<file path="config.mk">
export PLATFORM = sky130hd
export DESIGN_NAME = mem_stage
export DESIGN_NICKNAME = d
export VERILOG_FILES = /design/src/rtl/mem_stage.sv
export SDC_FILE = /design/constraint.sdc
export NUM_CORES = 2
export LEC_CHECK = 0
export BUFFER_PORTS_ARGS = -buffer_cell sky130_fd_sc_hd__buf_2
export CORE_MARGIN = 4
export CORE_UTILIZATION = 38
export CTS_CLUSTER_DIAMETER = 100
export CTS_CLUSTER_SIZE = 16
export DETAILED_ROUTE_END_ITERATION = 10
export PLACE_DENSITY = 0.6
export SYNTH_ARGS = -nofsm -noshare
export SYNTH_HDL_FRONTEND = slang
export SYNTH_SLANG_ARGS = --single-unit
</file>
<file path="constraint.sdc">
create_clock -name clk -period 3.7 [get_ports clk]
set_input_delay 0.37 -clock clk [delete_from_list [all_inputs] [get_ports clk]]
set_output_delay 0.37 -clock clk [all_outputs]
set_load 0.05 [all_outputs]
</file>
<file path="src/rtl/mem_stage.sv">
// Memory-access pipeline stage: multi-cycle load/store to an internal word RAM,
// upstream stall generation and the MEM/WB pipeline register.
module mem_stage #(
  parameter int          DEPTH         = 64,
  parameter logic [31:0] ADDR_BASE     = 32'd1024,
  parameter int          ACCESS_CYCLES = 4
) (
  input  logic        clk,
  input  logic        rst,
  input  logic [31:0] pc_in,
  input  logic        wb_en_in,
  input  logic        mem_r_en,
  input  logic        mem_w_en,
  input  logic [31:0] alu_result,
  input  logic [31:0] st_val,
  input  logic [3:0]  dest,
  output logic        stall,
  output logic [31:0] pc_out,
  output logic        wb_en_out,
  output logic        mem_r_en_out,
  output logic [31:0] alu_result_out,
  output logic [31:0] mem_data_out,
  output logic [3:0]  dest_out
);

  localparam int AW = (DEPTH > 1) ? $clog2(DEPTH) : 1;
  localparam int CW = (ACCESS_CYCLES > 1) ? $clog2(ACCESS_CYCLES) : 1;
  localparam logic [CW-1:0] CNT_LAST = CW'(ACCESS_CYCLES - 1);

  typedef enum logic [1:0] {
    IDLE = 2'd0,
    BUSY = 2'd1,
    DONE = 2'd2
  } state_t;

  state_t         state_reg;
  logic [CW-1:0]  cnt_reg;
  logic [31:0]    rd_buf_reg;
  logic [31:0]    mem [DEPTH];

  logic [AW-1:0]  idx;
  logic           request;
  logic           is_load;
  logic           last_beat;

  // Out-of-range addresses simply wrap onto the array; the byte offset is dropped.
  assign idx       = AW'((alu_result - ADDR_BASE) >> 2);
  assign request   = mem_r_en | mem_w_en;
  assign is_load   = mem_r_en & ~mem_w_en;
  assign last_beat = (state_reg == BUSY) && (cnt_reg == CNT_LAST);

  assign stall = ~rst & (((state_reg == IDLE) & request) | (state_reg == BUSY));

  always_ff @(posedge clk or posedge rst) begin
    if (rst) begin
      state_reg  <= IDLE;
      cnt_reg    <= '0;
      rd_buf_reg <= '0;
    end else begin
      case (state_reg)
        IDLE: begin
          if (request) begin
            state_reg <= BUSY;
            cnt_reg   <= '0;
          end
        end
        BUSY: begin
          if (cnt_reg == CNT_LAST) begin
            state_reg <= DONE;
            if (!mem_w_en) begin
              rd_buf_reg <= mem[idx];
            end
          end else begin
            cnt_reg <= cnt_reg + 1'b1;
          end
        end
        DONE:    state_reg <= IDLE;
        default: state_reg <= IDLE;
      endcase
    end
  end

  // Inputs are frozen upstream during the access, so only the final edge samples them.
  always_ff @(posedge clk) begin
    if (last_beat && mem_w_en) begin
      mem[idx] <= st_val;
    end
  end

  always_ff @(posedge clk or posedge rst) begin
    if (rst) begin
      pc_out         <= '0;
      wb_en_out      <= 1'b0;
      mem_r_en_out   <= 1'b0;
      alu_result_out <= '0;
      mem_data_out   <= '0;
      dest_out       <= '0;
    end else if (stall) begin
      wb_en_out    <= 1'b0;
      mem_r_en_out <= 1'b0;
    end else begin
      pc_out         <= pc_in;
      wb_en_out      <= wb_en_in;
      mem_r_en_out   <= mem_r_en;
      alu_result_out <= alu_result;
      mem_data_out   <= is_load ? rd_buf_reg : 32'd0;
      dest_out       <= dest;
    end
  end

endmodule

</file>
==> impl_metrics.json <==
{
  "finalCritPeriodShare_pct": 82.4,
  "clk_latency_ps": 830,
  "setup-tns-final_ps": 0,
  "finalSetupViolCount": 0,
  "syn_avg_cell_area_um2": 18.3,
  "synth_seq_area_share_pct": 77.8,
  "totalWireLength_mm": 271,
  "power.density_nw_per_um2": 520,
  "largest_register": "mem",
  "internal_power_mw": 37.1,
  "syn_area_um2": 83500,
  "whs_path_depth": 1,
  "synth_cells": 4551,
  "track_usage_pct": 23.3,
  "seqPwrFrac_pct": 56.4,
  "grt_max_degree": 85,
  "status": "finished, final reports clean",
  "p_comb_share_pct": 10.5,
  "synth_cell_type_count": 61,
  "synth-seq-cells": 2186,
  "nNetsFinal": 5113,
  "cts_sinks": 2186,
  "clkTransAtPathRegs_ps": 70,
  "cp_max_fo": 15,
  "wire_per_inst_um": 34.0,
  "fin_skew_ps": 35.0,
  "portBuffers": 207,
  "grt_pass1_wl_mm": 378,
  "cp-start-kind": "flip-flop",
  "clockRootBuffer": "clkbuf_16",
  "r2r_cells": 8,
  "drc": 0,
  "place_inst": 7637,
  "hp-class": "primary input to flip-flop",
  "initial_core_util_pct": 38.3,
  "power_mw": 49.7,
  "dieWidth_um": 477,
  "ir_worst_vdd_mv": 0.584,
  "arrival_ps": 3750,
  "hold_violations": 0,
  "core_area_um2": 218000,
  "leakage_nw": 31.6,
  "drive_above_1_share_pct": 20.0,
  "maxCapViolCount": 0,
  "synth_edf_count": 2048,
  "die_area_um2": 227000,
  "vias": 48400,
  "first_global_vias": 46800,
  "numCtsBuffers": 155,
  "rsz0062_at_grt": "false",
  "switching_share_pct": 25.5,
  "cts_tree": "yes",
  "gp_congestion": 0.918,
  "vias_per_cell": 6.07,
  "cts_max_path_buffers": 3,
  "final_cells": 7968,
  "fp.dieH_um": 477,
  "grt_overflow": 0,
  "largest_reg_flops": 2048,
  "htreeDepth": 4,
  "cp-end-kind": "flip-flop",
  "synth-warning-count": 0,
  "dp_hpwl_mm": 166,
  "crit_type": "flip-flop to flip-flop",
  "first_iter_violations": 7456,
  "pin_count": 208,
  "tightest_slew_ps": 1390,
  "synthesis.nets": 4657,
  "dr.pass1.iters": 6,
  "p_clk_share_pct": 33.0,
  "cts_resized": 0,
  "antenna_found_initial": 22,
  "fmax_mhz": 328,
  "slew_violations": 0,
  "crit_required_ps": 4410,
  "synth_ff_type": "edfxtp_1",
  "synthArstFlopShare_pct": 6.31,
  "row_count": 171,
  "maxSlewHeadroom_pct": 7.21,
  "ant_nets": 0,
  "finalWorstPathRequiredPeriod_ps": 3050,
  "netSwitchingPower_mw": 12.7,
  "syn2layout_area_growth_pct": 14.6
}
-- final timing paths --
| check | startpoint | to | slack (ps) |
|---|---|---|---|
| worst min-delay path | st_val[3] | mem[7][3]$_DFFE_PP_ | 90 |
| max in group asynchronous | rst | mem_data_out[24]$_DFFE_PP0N_ | 2670 |
| worst max-delay path | cnt_reg[0]$_DFFE_PP0P_ | rd_buf_reg[28]$_DFFE_PP0P_ | 650 |
| min in group asynchronous | rst | cnt_reg[1]$_DFFE_PP0P_ | 120 |
| worst min register to register | pc_out[31]$_DFFE_PP0N_ | pc_out[31]$_DFFE_PP0N_ | 460 |
| worst max register to register | cnt_reg[0]$_DFFE_PP0P_ | rd_buf_reg[28]$_DFFE_PP0P_ | 650 |
-- repair_timing --
action / 4_1_cts / 5_1_grt
setup buffers: 0 / 0
hold endpoints to repair: 184 / 0
hold buffers: 67 / 0
-- through the flow --
step | hold WS [ps] | area (um2) | utilization [%] | worst slack, ps
floorplan | 468 | 83500 | - | 255
global placement | 413 | 90500 | 41.6 | 77.2
detailed placement | 412 | 90500 | 41.6 | 176
CTS | 39.2 | 95600 | 43.9 | 756
global route | 66.9 | 95600 | 43.9 | 643
finish | 93.7 | 95700 | 43.9 | 652
-- layer usage --
| layer | GRT usage (%) | vias to the layer above | wire [um] |
|---|---|---|---|
| li1 | - | 19400 | - |
| met1 | 32.5 | 25400 | 107000 |
| met2 | 36.6 | 3104 | 125000 |
| met3 | 4.61 | 486 | 28500 |
| met4 | 8.12 | 16 | 10100 |
| met5 | 0 | - | 104 |
-- cell families after synthesis --
logic type | after synthesis | synth area share [%]
compound gates | 795 | 7.12
fa+ha+maj | 1 | 0.0150
buf+inv | 308 | 1.93
flops | 2186 | 77.8
mux | 607 | 9.83
simple gates | 654 | 3.28
-- worst max-delay path, stage by stage, from the launching register on --
cell       delay [ps]
dfrtp_1           370
ha_1              200
and3b_1           190
buf_4             180
nand2b_1          180
buf_4             350
a21oi_1           540
o2111ai_1         450
o32a_1            450
-- cells in the mapped netlist (8+ instances only) --
| cell | count | area, um2 |
|---|---|---|
| clkbuf_1 | 99 | 372 |
| a22o_1 | 23 | 201 |
| nand3_1 | 90 | 450 |
| o22ai_1 | 92 | 576 |
| o22a_1 | 16 | 140 |
| o32a_1 | 21 | 210 |
| o21ai_0 | 81 | 405 |
| a211oi_1 | 8 | 60.1 |
| mux2_2 | 61 | 687 |
| nor2_1 | 170 | 638 |
| nand2_1 | 330 | 1240 |
| mux4_2 | 163 | 3670 |
| a31oi_1 | 21 | 131 |
| edfxtp_1 | 2048 | 61500 |
| buf_1 | 27 | 101 |
| o2111ai_1 | 11 | 96.3 |
| nor2b_1 | 10 | 62.6 |
| o21ai_1 | 10 | 50.1 |
| buf_2 | 114 | 571 |
| buf_4 | 42 | 315 |
| a221oi_1 | 235 | 2060 |
| dfrtp_1 | 138 | 3450 |
| buf_6 | 20 | 225 |
| nand4_1 | 13 | 81.3 |
| a22oi_1 | 169 | 1270 |
| a21oi_1 | 52 | 260 |
| o221ai_1 | 8 | 70.1 |
| mux2i_1 | 376 | 3760 |
-- area by class of cell --
type	count	area, um2
clock inverter	10	103
inverter	6	33.8
sequential	2186	65000
clock buffer	248	4360
antenna	6	15.0
multi-input combinational	2057	17500
timing repair buffer	601	5140
tap	2854	3570
fill	18800	122000
-- power groups by stage --
stage | registers, mW | clock network [mW] | logic, mW
after floorplan | 29.4 | 0 | 1.92
after global placement | 28.6 | 0 | 5.08
after detailed placement | 28.6 | 0 | 5.13
after CTS | 28.1 | 16.6 | 5.20
after global routing | 28.1 | 17.6 | 5.46
final | 28.1 | 16.4 | 5.23
-- cells in the final DEF (no fill, tap or decap), drive strengths merged, types with 90 or more instances in the layout --
| master | count |
|---|---|
| nand2 | 330 |
| o21ai | 91 |
| mux2i | 376 |
| edfxtp | 2048 |
| nor2 | 171 |
| a22oi | 169 |
| clkbuf | 249 |
| nand3 | 90 |
| o22ai | 92 |
| dfrtp | 138 |
| buf | 533 |
| mux4 | 163 |
| a221oi | 235 |
No activity file was read; power rests on OpenSTA's default activity.
